File: src/rtl/tomasulo_pkg.sv
// Shared Tomasulo definitions: default widths, functional-unit indices and the CDB payload.
package tomasulo_pkg;

    localparam int unsigned DEFAULT_TAG_W  = 4;
    localparam int unsigned DEFAULT_DATA_W = 32;
    localparam int unsigned NUM_UNITS      = 3;
    localparam int unsigned UNIT_W         = 2;

    localparam logic [UNIT_W-1:0] UNIT_ALU    = 2'd0;
    localparam logic [UNIT_W-1:0] UNIT_MULDIV = 2'd1;
    localparam logic [UNIT_W-1:0] UNIT_LOAD   = 2'd2;

    typedef struct packed {
        logic                      valid;
        logic [DEFAULT_TAG_W-1:0]  tag;
        logic [DEFAULT_DATA_W-1:0] value;
        logic [UNIT_W-1:0]         unit;
    } cdb_result_t;

    // Round-robin successor over the three units; index 3 is never produced.
    function automatic logic [UNIT_W-1:0] next_unit(input logic [UNIT_W-1:0] u);
        return (u == UNIT_LOAD) ? UNIT_ALU : u + 2'd1;
    endfunction

endpackage

File: src/rtl/cdb_slot.sv
// Per-unit result holding buffer; single entry by default, 2-entry FIFO when
// CDB_DEEP_BUFFER_EN is defined.
module cdb_slot #(
    parameter int unsigned TAG_W  = 4,
    parameter int unsigned DATA_W = 32
) (
    input  logic              clk,
    input  logic              rst,
    input  logic              push_i,
    input  logic [TAG_W-1:0]  tag_i,
    input  logic [DATA_W-1:0] value_i,
    input  logic              pop_i,
    output logic              ready_o,
    output logic              pending_o,
    output logic [TAG_W-1:0]  head_tag_o,
    output logic [DATA_W-1:0] head_value_o
);

    logic push;
    logic pop;

`ifdef CDB_DEEP_BUFFER_EN
    logic [TAG_W-1:0]  tag_q   [2];
    logic [DATA_W-1:0] value_q [2];
    logic [1:0]        count_q, count_d;
    logic              rd_q, rd_d;
    logic              wr_q, wr_d;

    assign ready_o      = (count_q != 2'd2);
    assign pending_o    = (count_q != 2'd0);
    assign push         = push_i & ready_o;
    assign pop          = pop_i & pending_o;
    assign head_tag_o   = tag_q[rd_q];
    assign head_value_o = value_q[rd_q];

    // Occupancy and pointer update; push and pop may coincide.
    always_comb begin
        count_d = count_q;
        rd_d    = rd_q;
        wr_d    = wr_q;
        if (push) wr_d = ~wr_q;
        if (pop)  rd_d = ~rd_q;
        case ({push, pop})
            2'b10:   count_d = count_q + 2'd1;
            2'b01:   count_d = count_q - 2'd1;
            default: count_d = count_q;
        endcase
    end

    always_ff @(posedge clk) begin
        if (rst) begin
            count_q <= 2'd0;
            rd_q    <= 1'b0;
            wr_q    <= 1'b0;
        end else begin
            count_q <= count_d;
            rd_q    <= rd_d;
            wr_q    <= wr_d;
        end
    end

    always_ff @(posedge clk) begin
        if (push) begin
            tag_q[wr_q]   <= tag_i;
            value_q[wr_q] <= value_i;
        end
    end
`else
    logic              full_q, full_d;
    logic [TAG_W-1:0]  tag_q;
    logic [DATA_W-1:0] value_q;

    assign ready_o      = ~full_q;
    assign pending_o    = full_q;
    assign push         = push_i & ~full_q;
    assign pop          = pop_i & full_q;
    assign head_tag_o   = tag_q;
    assign head_value_o = value_q;

    // Accept only when empty, so push and pop are mutually exclusive.
    always_comb begin
        full_d = full_q;
        if (push)     full_d = 1'b1;
        else if (pop) full_d = 1'b0;
    end

    always_ff @(posedge clk) begin
        if (rst) full_q <= 1'b0;
        else     full_q <= full_d;
    end

    always_ff @(posedge clk) begin
        if (push) begin
            tag_q   <= tag_i;
            value_q <= value_i;
        end
    end
`endif

endmodule

File: src/rtl/cdb_arbiter.sv
// Common-data-bus arbiter: buffers completed results from three functional units and
// broadcasts one per cycle in round-robin order. Slot depth follows CDB_DEEP_BUFFER_EN.
module cdb_arbiter
    import tomasulo_pkg::*;
#(
    parameter int unsigned TAG_W  = DEFAULT_TAG_W,
    parameter int unsigned DATA_W = DEFAULT_DATA_W
) (
    input  logic                 clk,
    input  logic                 rst,
    input  logic [NUM_UNITS-1:0] fu_valid,
    input  logic [TAG_W-1:0]     fu_tag   [NUM_UNITS],
    input  logic [DATA_W-1:0]    fu_value [NUM_UNITS],
    output logic [NUM_UNITS-1:0] fu_ready,
    output logic                 cdb_valid,
    output logic [TAG_W-1:0]     cdb_tag,
    output logic [DATA_W-1:0]    cdb_value,
    output logic [UNIT_W-1:0]    cdb_unit
);

    logic [NUM_UNITS-1:0] pending;
    logic [NUM_UNITS-1:0] grant_oh;
    logic [TAG_W-1:0]     head_tag   [NUM_UNITS];
    logic [DATA_W-1:0]    head_value [NUM_UNITS];

    logic [UNIT_W-1:0] ptr_q, ptr_d;
    logic [UNIT_W-1:0] winner;
    logic [UNIT_W-1:0] cand;
    logic [2:0]        sum;
    logic              grant_any;
    logic [TAG_W-1:0]  sel_tag;
    logic [DATA_W-1:0] sel_value;

    logic              cdb_valid_q, cdb_valid_d;
    logic [TAG_W-1:0]  cdb_tag_q,   cdb_tag_d;
    logic [DATA_W-1:0] cdb_value_q, cdb_value_d;
    logic [UNIT_W-1:0] cdb_unit_q,  cdb_unit_d;

    for (genvar u = 0; u < NUM_UNITS; u++) begin : g_slot
        cdb_slot #(
            .TAG_W  (TAG_W),
            .DATA_W (DATA_W)
        ) u_slot (
            .clk          (clk),
            .rst          (rst),
            .push_i       (fu_valid[u]),
            .tag_i        (fu_tag[u]),
            .value_i      (fu_value[u]),
            .pop_i        (grant_oh[u]),
            .ready_o      (fu_ready[u]),
            .pending_o    (pending[u]),
            .head_tag_o   (head_tag[u]),
            .head_value_o (head_value[u])
        );
    end

    // Round-robin search starting at the pointer, then register the winner onto the bus.
    always_comb begin
        grant_any = 1'b0;
        winner    = ptr_q;
        sum       = 3'd0;
        cand      = ptr_q;
        grant_oh  = '0;
        sel_tag   = '0;
        sel_value = '0;

        for (int unsigned k = 0; k < NUM_UNITS; k++) begin
            sum  = 3'(ptr_q) + 3'(k);
            cand = (sum >= 3'(NUM_UNITS)) ? 2'(sum - 3'(NUM_UNITS)) : 2'(sum);
            if (!grant_any && pending[cand]) begin
                grant_any = 1'b1;
                winner    = cand;
            end
        end

        for (int unsigned u = 0; u < NUM_UNITS; u++) begin
            grant_oh[u] = grant_any && (winner == UNIT_W'(u));
            if (grant_oh[u]) begin
                sel_tag   = head_tag[u];
                sel_value = head_value[u];
            end
        end

        ptr_d       = grant_any ? next_unit(winner) : ptr_q;
        cdb_valid_d = grant_any;
        cdb_tag_d   = grant_any ? sel_tag   : cdb_tag_q;
        cdb_value_d = grant_any ? sel_value : cdb_value_q;
        cdb_unit_d  = grant_any ? winner    : cdb_unit_q;
    end

    always_ff @(posedge clk) begin
        if (rst) begin
            ptr_q       <= UNIT_ALU;
            cdb_valid_q <= 1'b0;
            cdb_tag_q   <= '0;
            cdb_value_q <= '0;
            cdb_unit_q  <= UNIT_ALU;
        end else begin
            ptr_q       <= ptr_d;
            cdb_valid_q <= cdb_valid_d;
            cdb_tag_q   <= cdb_tag_d;
            cdb_value_q <= cdb_value_d;
            cdb_unit_q  <= cdb_unit_d;
        end
    end

    assign cdb_valid = cdb_valid_q;
    assign cdb_tag   = cdb_tag_q;
    assign cdb_value = cdb_value_q;
    assign cdb_unit  = cdb_unit_q;

endmodule

File: config.mk
export PLATFORM = sky130hd
export DESIGN_NAME = cdb_arbiter
export DESIGN_NICKNAME = d
export VERILOG_FILES = /design/src/rtl/tomasulo_pkg.sv /design/src/rtl/cdb_slot.sv /design/src/rtl/cdb_arbiter.sv
export SDC_FILE = /design/constraint.sdc
export NUM_CORES = 1
export LEC_CHECK = 0
export ABC_AREA = 1
export BUFFER_PORTS_ARGS = -buffer_cell sky130_fd_sc_hd__buf_4
export CORE_MARGIN = 3
export CORE_UTILIZATION = 54
export DETAILED_ROUTE_END_ITERATION = 8
export PLACE_DENSITY = 0.88
export SETUP_SLACK_MARGIN = 0.05
export SLEW_MARGIN = 20
export SYNTH_ARGS = -nofsm -noshare
export SYNTH_HDL_FRONTEND = slang
export SYNTH_SLANG_ARGS = --single-unit
export TNS_END_PERCENT = 1
File: constraint.sdc
create_clock -name clk -period 2.9 [get_ports clk]
set_input_delay 0.145 -clock clk [delete_from_list [all_inputs] [get_ports clk]]
set_output_delay 0.145 -clock clk [all_outputs]
set_load 0.05 [all_outputs]
Word level (Yosys, flattened, before mapping)
Index checks and enable logic that the tools add are counted.

RAM bits: 0. Word-level logic and storage cells: 76. Output and inout port bits: 42. Bits in latches: 0. Memories kept: 0. Input port bits: 113. ROM bits: 0. Flip-flop bits (word level): 152.

Bitwise logic cells: 9. Add/sub/neg operators: 6. Multiply operators: 0. Equality and inequality tests: 2. Order comparisons: 6. Mux-type cells: 28. Div/mod/pow operators: 0. Reductions and logical operators: 11. Shift-type cells: 0.

Operator list (count): $mux 32 (3); $mux 2 (7); $mux 1 (12); $mux 4 (3); $lt 2x3->1 const B (3); $and 1x1->1 (6); $bmux 1 s2 (3); $ge 3x2->1 const B (2); $reduce_bool 2->1 (3); $sub 2x2->2 const B (3); $logic_and 1x1->1 (5); $add 2x1->3 const B (1); $add 2x2->3 const B (1); $not 1->1 (3); $add 2x1->2 const B (1); $eq 2x1->1 const B (1); $eq 2x2->1 const B (1); $ge 2x2->1 const B (1); $logic_not 1->1 (2); $logic_not 2->1 (1).

Longest topological paths before layout
Gate-level depths: netlist (run 1).

Depth after elaboration: 16. Depth in mapped cells: 17. Depth with buffers taken out: 16.

Hierarchy
Synthesis (run 1) repeated with hierarchy kept, for this count alone.

Cell total of the unflattened synthesis: 645. Area, all modules: 6500.0 sq um.

Modules (own cells, without submodules): cdb_slot (sequential area each 1101.1 sq um, times used 3, cells an instance 43, area an instance 1131.1 sq um); cdb_arbiter (sequential area each 820.8 sq um, times used 1, cells an instance 516, area an instance 3106.7 sq um).

Worst setup path after synthesis (run 1)
OpenSTA, ideal clock, no wires.

Path type: flip-flop to flip-flop. From: register ptr_q[0]. To: register cdb_value_q[14] (netlist: cdb_value[14]). Buffers on the path: 2. Clock period less this slack: 2.048 ns. Data required time: 2.787 ns. Arrival: 1.935 ns. Cell stages (with the launch flop): 17. Setup time: 0.113 ns. Setup slack: 0.852 ns. Cells stage by stage: dfxtp_1 > inv_1 > ha_1 > inv_1 > nand2_1 > nand3_1 > nand2_2 > nor2_8 > nand2_4 > nand3_2 > buf_6 > buf_6 > nand4_1 > nand2_1 > inv_1 > nand2_1 > nand2_1.

Cells in the longest elaborated chain, start to end: 16. Elaborated cells on any way between the ends: 36. Classes of those cells: add/sub: 5; order compare: 3; eq/ne: 2; mux: 18; reduce/logical: 8.

RTL lines: start, declared (line cdb_arbiter.sv:26) `logic [UNIT_W-1:0] ptr_q, ptr_d;`; start signal, assigned (line cdb_arbiter.sv:99) `ptr_q <= ptr_d;`; branches (longest 16 deep; another with $add 2x1->3); end signal, assigned (line cdb_arbiter.sv:102) `cdb_value_q <= cdb_value_d;`; end, declared (line cdb_arbiter.sv:36) `logic [DATA_W-1:0] cdb_value_q, cdb_value_d;`.

Several ways; the timed one is not identified. The select of a mux whose other input is x is not followed. A chain may end at the register's enable or synchronous reset.

Final worst setup path (run 1)
From: register ptr_q[0]. To: register cdb_value_q[13] (netlist: cdb_value[13]).

The elaborated chain is that of the path after synthesis.

==> impl_metrics.toml, run 1 <==
[global_routing]
grt_pass1_wl_um = 32430
grt-ovfl-total = 0
antenna_found_initial = 1
first_global_vias = 6299
track_usage = 0.3248
grt_max_degree = 65

[yosys]
synth_edf_count = 108
syn-mean-instance-area_um2 = 10.21
synth_flop_cell = "edfxtp_1"
async_reset_ff_frac = 0
synth_fp_nets = 751
ys_top_cells_by_area = "edfxtp_1, dfxtp_1, nand2_1"
synth_cell_types = 22
synth_area_leader_cell = "edfxtp_1"
netlist.area_leader.share = 0.4993
synth_most_common_cell = "nand2_1"
synth_cells = 636
netlist_top_cells_count = "nand2_1, edfxtp_1, inv_1, nand3_1, nand4_1"
netlist_area_um2 = 6495
ys_seq_elements = 152
yosysWarnings = 0
yosysSeqAreaShare = 0.6349

[worst_setup_path]
r2r_end = "cdb_value[13]"
r2r-start = "ptr_q[0]"
path_cells = "inv_1 -> ha_1 -> inv_1 -> nand2_1 -> nand3_1 -> nand2_2 -> nor2_8 -> nand2_4 -> nand2_4 -> buf_4 -> nand4_1 -> nand3_1 -> nand2_1 -> nand2_1"
path_max_fanout = 36
worst_setup_path_end_kind = "flop"
cp_common_cell = "nand2_1"
r2r_cells = 14
arrival_ns = 3.05
cp-start-kind = "flop"
worstPathRequired_ns = 3.27
rrSetupSlack_ns = 0.22
critPathSlowestCell = "dfxtp_1"
setup.worst_path.start = "ptr_q[0]"
cpPeakStageDelay_ns = 0.41
critPathKind = "reg -> reg"
critPathCapture = "cdb_value[13]"

[floorplanning]
fp.dieH_um = 115.7
core-area_um2 = 11560
start_util = 0.5616
design.die.area_um2 = 13380
die_x_um = 115.7
rows = 39
io_pins = 155

[place]
place_congestion = 0.9265
hpwl_um = 11490
dpl_worst_slack_ns = 0.1528
dp_cells = 901
placed_area_um2 = 7659
io_buffers = 154

[clocking]
cts_tree = "done"
clk_pin_slew_ns = 0.07
clk_latency_ns = 0.42
htreeDepth = 4
root_buffer = "clkbuf_16"
cts_buffers = 17
clock_path_buffers = 2
clock-sinks = 152

[timing]
relSlewSlack = 0.4324
finalHoldViolCount = 0
maxSlewViolCount = 0
fin_skew_ns = 0.009447
finalSetupViolations = 0
fin_crit_ns = 2.685
fmax_ghz = 0.3725
rsz0062_at_grt = "no"
tns_ns = 0
post-route-period-util = 0.9257
setup_ws_ns = 0.2155
tightestPinTransition_ns = 0.8501

[layout]
final_cells = 1044
drive_gt1_frac = 0.2389
final_area_um2 = 9384
syn2layout_area_growth_pct = 44.48
num-nets-final = 1003

[routing]
drc_errors = 0
ant_nets = 0
drtPass1Iterations = 6
first_iter_violations = 728
wl_per_cell_um = 20.32
vias = 6035
wl_um = 21220
vias_per_cell = 5.781

[power_and_ir_drop]
powerDensity_nw_per_um2 = 1136
leakage_nw = 4.339
irDropWorstVdd_uv = 935.6

[min_path]
hp-class = "in -> reg"

[status]
status = "complete, no violations"

[run]
max-cap-violations = 0
## cell type report
class / instances / area [um^2]
multi-input cells: 355 / 1793
flip-flops and latches: 152 / 4124
repair buffers: 276 / 2377
well taps: 143 / 178.9
clock buffers: 20 / 436.7
clock inverters: 11 / 148.9
diodes: 1 / 2.502
fillers: 626 / 2181
inverters: 86 / 322.8
## sequential cells by signal, indices dropped and copies added (netlist names)
name and cells:
cdb_unit 2, cdb_value 32, g_slot.u_slot.head_value_o 96, g_slot.u_slot.head_tag_o 12, cdb_tag 4, ptr_q 2
cdb_valid 1, g_slot.u_slot.pending_o 3
## metal layers
layer	GRT usage	share of wire	up-vias
met4	0.1748	0.050	0
li1	-	-	2666
met3	0.08146	0.096	104
met2	0.5806	0.52	471
met5	0	0	-
met1	0.3540	0.33	2794
## worst min-delay path by stage
stage | from | end | depth (start not counted)
finish | fu_valid[1] | g_slot[1].u_slot.pending_o | 3
global route | fu_valid[1] | g_slot[1].u_slot.pending_o | 3
global placement | fu_value[10] | g_slot[2].u_slot.head_value_o[10] | 1
floorplan | fu_tag[8] | g_slot[0].u_slot.head_tag_o[0] | 0
CTS | fu_valid[1] | g_slot[1].u_slot.pending_o | 3
detailed placement | fu_value[26] | g_slot[2].u_slot.head_value_o[26] | 1
## cells in the final DEF (no fill, tap or decap), types with 3 or more instances in the layout
cell | synthesis | final
a21oi_1 | 5 | 5
buf_4 | 10 | 164
bufinv_16 | 0 | 3
clkbuf_1 | 4 | 3
clkbuf_16 | 0 | 17
clkinvlp_4 | 0 | 3
dfxtp_1 | 44 | 44
dlygate4sd3_1 | 0 | 109
edfxtp_1 | 108 | 108
inv_1 | 82 | 80
inv_2 | 4 | 5
inv_6 | 0 | 3
nand2_1 | 175 | 175
nand2_4 | 4 | 3
nand3_1 | 82 | 82
nand3_2 | 5 | 3
nand3_4 | 1 | 3
nand4_1 | 72 | 72
o21ai_0 | 3 | 3
## cells by family after synthesis
kind of cell    count (synthesis)  synth area share
buf+inv                       129           0.09266
simple gates                  343            0.2599
flops                         152            0.6349
fa+ha+maj                       2          0.003852
compound gates                 10          0.008668
## timing repair
| action | 4_1_cts | 5_1_grt |
|---|---|---|
| endpoints found under the hold margin | 112 | 0 |
| buffers inserted | 0 | 2 |
| hold buffers | 109 | 0 |
| resized for setup | 0 | 5 |
| endpoints found under the setup margin | 0 | 39 |
## worst max-delay path, delay by kind of cell (launching register included)
family | cells | cell delay [ns]
and+or+nand+nor | 10 | 1.23
buffers and inverters | 3 | 0.66
DFF | 1 | 0.41
adders and majority gates | 1 | 0.33
## through the flow
stage          utilization  hold WS, ns  power [mW]
3_5_place_dp        0.6622       0.3243       7.896
4_1_cts             0.8072      0.01554       10.28
6_report            0.8114      0.02378       10.66
3_3_place_gp        0.6622       0.3232       7.631
5_1_grt             0.8114      0.02698       11.21
2_1_floorplan            -       0.2439       6.838
## where the power goes
part	internal [mW]	switching (mW)
combinational	1.65	3.84
clock	1.35	0.913
sequential	2.72	0.183
Note: power is estimated with default switching activity, not from simulation.
==> run 2, diff against run 1 <==
Settings changed: ABC_AREA 1 to not set, CORE_UTILIZATION 54 to 53, PLACE_DENSITY 0.88 to 0.87.
==> impl_metrics.toml, run 2 <==
[yosys]
syn-mean-instance-area_um2 = 14.74
async_reset_ff_frac = 0
ys_seq_elements = 152
netlist_area_um2 = 6337
synth_fp_nets = 545
synth_area_leader_cell = "edfxtp_1"
yosysSeqAreaShare = 0.6507
ys_top_cells_by_area = "edfxtp_1, dfxtp_1, o21a_4"
synth_flop_cell = "edfxtp_1"
synth_edf_count = 108
netlist.area_leader.share = 0.5117
yosysWarnings = 0
synth_cell_types = 45
netlist_top_cells_count = "edfxtp_1, nand2_1, dfxtp_1, o211ai_1"
synth_most_common_cell = "edfxtp_1"
synth_cells = 430

[floorplanning]
design.die.area_um2 = 13310
core-area_um2 = 11560
io_pins = 155
fp.dieH_um = 115.4
die_x_um = 115.4
rows = 39
start_util = 0.5480

[timing]
tightestPinTransition_ns = 0.5670
relSlewSlack = 0.6212
finalHoldViolCount = 0
finalSetupViolations = 0
fin_skew_ns = 0.01823
rsz0062_at_grt = "yes"
post-route-period-util = 0.9483
fin_crit_ns = 2.750
hold_slack_ns = 0.4292
maxSlewViolCount = 0
tns_ns = 0
fmax_ghz = 0.3636

[clocking]
htreeDepth = 4
cts_tree = "done"
clock_path_buffers = 2
clock-sinks = 152
root_buffer = "clkbuf_16"
post_cts_buffers = 0
cts_buffers = 17
clk_latency_ns = 0.43
clk_pin_slew_ns = 0.08

[worst_setup_path]
worst_setup_path_end_kind = "flop"
r2r_end = "cdb_tag[3]"
cp-start-kind = "flop"
arrival_ns = 3.04
worstPathRequired_ns = 3.19
r2r-start = "ptr_q[0]"
setup.worst_path.start = "ptr_q[0]"
path_max_fanout = 36
critPathKind = "reg -> reg"
r2r_cells = 8
critPathCapture = "cdb_tag[3]"
rrSetupSlack_ns = 0.15

[layout]
num-nets-final = 812
syn2layout_area_growth_pct = 46.71
layout_commonest_cell = "buf_4"
final_cell_mix = "buf_4, dlygate4sd3_1, edfxtp_1"
final_util = 0.8040
final_cells = 854
final_area_um2 = 9298
drive_gt1_frac = 0.4239
largest_reg_flops = 96

[routing]
wl_per_cell_um = 22.19
first_iter_violations = 387
drc_errors = 0
vias_per_cell = 5.630
vias = 4808
drtPass1Iterations = 5
ant_nets = 0
wl_um = 18950

[min_path]
worstHoldStart = "fu_value[12]"
hp-class = "in -> reg"

[power_and_ir_drop]
power_frac_seq = 0.343
switching_share = 0.3985
powerDensity_nw_per_um2 = 949.2
comb_power_share = 0.418
leakage_nw = 3.642
power_frac_clock = 0.238
irDropWorstVdd_uv = 612.5
intPower_mw = 5.309
p_sw_mw = 3.517

[place]
dp_cells = 709
placed_area_um2 = 7607
io_buffers = 154
hpwl_um = 10210
place_congestion = 0.9157

[run]
max-cap-violations = 0

[global_routing]
antenna_found_initial = 1
grt_max_degree = 38
grt_pass1_wl_um = 28880
grt-ovfl-total = 0
track_usage = 0.2974
first_global_vias = 5274

[status]
status = "complete, no violations"
==> run 2: per-layer routing <==
| layer | global-route usage | part of all wire | up-vias |
|---|---|---|---|
| li1 | - | - | 2156 |
| met1 | 0.3177 | 0.35 | 2354 |
| met2 | 0.5513 | 0.56 | 243 |
| met3 | 0.05842 | 0.052 | 55 |
| met4 | 0.1549 | 0.040 | 0 |
| met5 | 0 | 0 | - |
==> run 2: cells by family after synthesis <==
logic type      Yosys count  synth area share
buf+inv                  39           0.04442
fa+ha+maj                 3          0.005725
mux                       1          0.001580
flops                   152            0.6507
simple gates            103           0.08490
compound gates          132            0.2126
==> run 2: worst min path at each step <==
stage	to	slack [ns]	cells after the start
after floorplan	g_slot[0].u_slot.head_tag_o[0]	0.24	0
after global placement	g_slot[2].u_slot.head_value_o[7]	0.32	1
after detailed placement	g_slot[1].u_slot.head_value_o[16]	0.32	1
after CTS	g_slot[0].u_slot.head_value_o[10]	0.42	2
after global routing	g_slot[1].u_slot.head_value_o[12]	0.42	2
final	g_slot[2].u_slot.head_value_o[12]	0.43	2
==> run 2: power groups by stage <==
| stage | Clock, mW | Sequential, mW | Combinational [mW] |
|---|---|---|---|
| 6_report | 2.10 | 3.03 | 3.69 |
| 5_1_grt | 2.22 | 3.06 | 3.89 |
| 4_1_cts | 2.08 | 3.01 | 3.62 |
| 3_5_place_dp | 0 | 3.05 | 3.49 |
| 3_3_place_gp | 0 | 3.03 | 3.35 |
| 2_1_floorplan | 0 | 3.49 | 2.14 |
==> run 2: worst max-delay path: stages (launching register included) <==
cell      delay (ns)
dfxtp_1         0.39
inv_1           0.10
ha_1            0.52
and2b_1         0.26
and2_1          0.21
o41ai_2         0.46
or2_2           0.22
buf_12          0.25
o211ai_1        0.15
==> run 2: repair_timing <==
action	4_1_cts	5_1_grt
endpoints found under the hold margin	115	0
gates resized for setup	0	1
setup endpoints to repair	0	39
hold buffers	112	0
==> run 2: per-stage QoR <==
stage	worst slack (ns)	total power [mW]
detailed placement	0.1403	6.538
global placement	0.3541	6.382
global route	0.03023	9.172
finish	0.1499	8.826
CTS	0.1221	8.715
floorplan	0.3715	5.630
==> run 2: cell type report <==
type                            count  area, um^2
Clock inverter                     15       135.1
Fill cell                         582        2267
Tap cell                          143       178.9
Clock buffer                       17       425.4
Multi-Input combinational cell    239        1994
Sequential cell                   152        4124
Antenna cell                        1       2.502
Inverter                            6       22.52
Timing Repair Buffer              281        2415
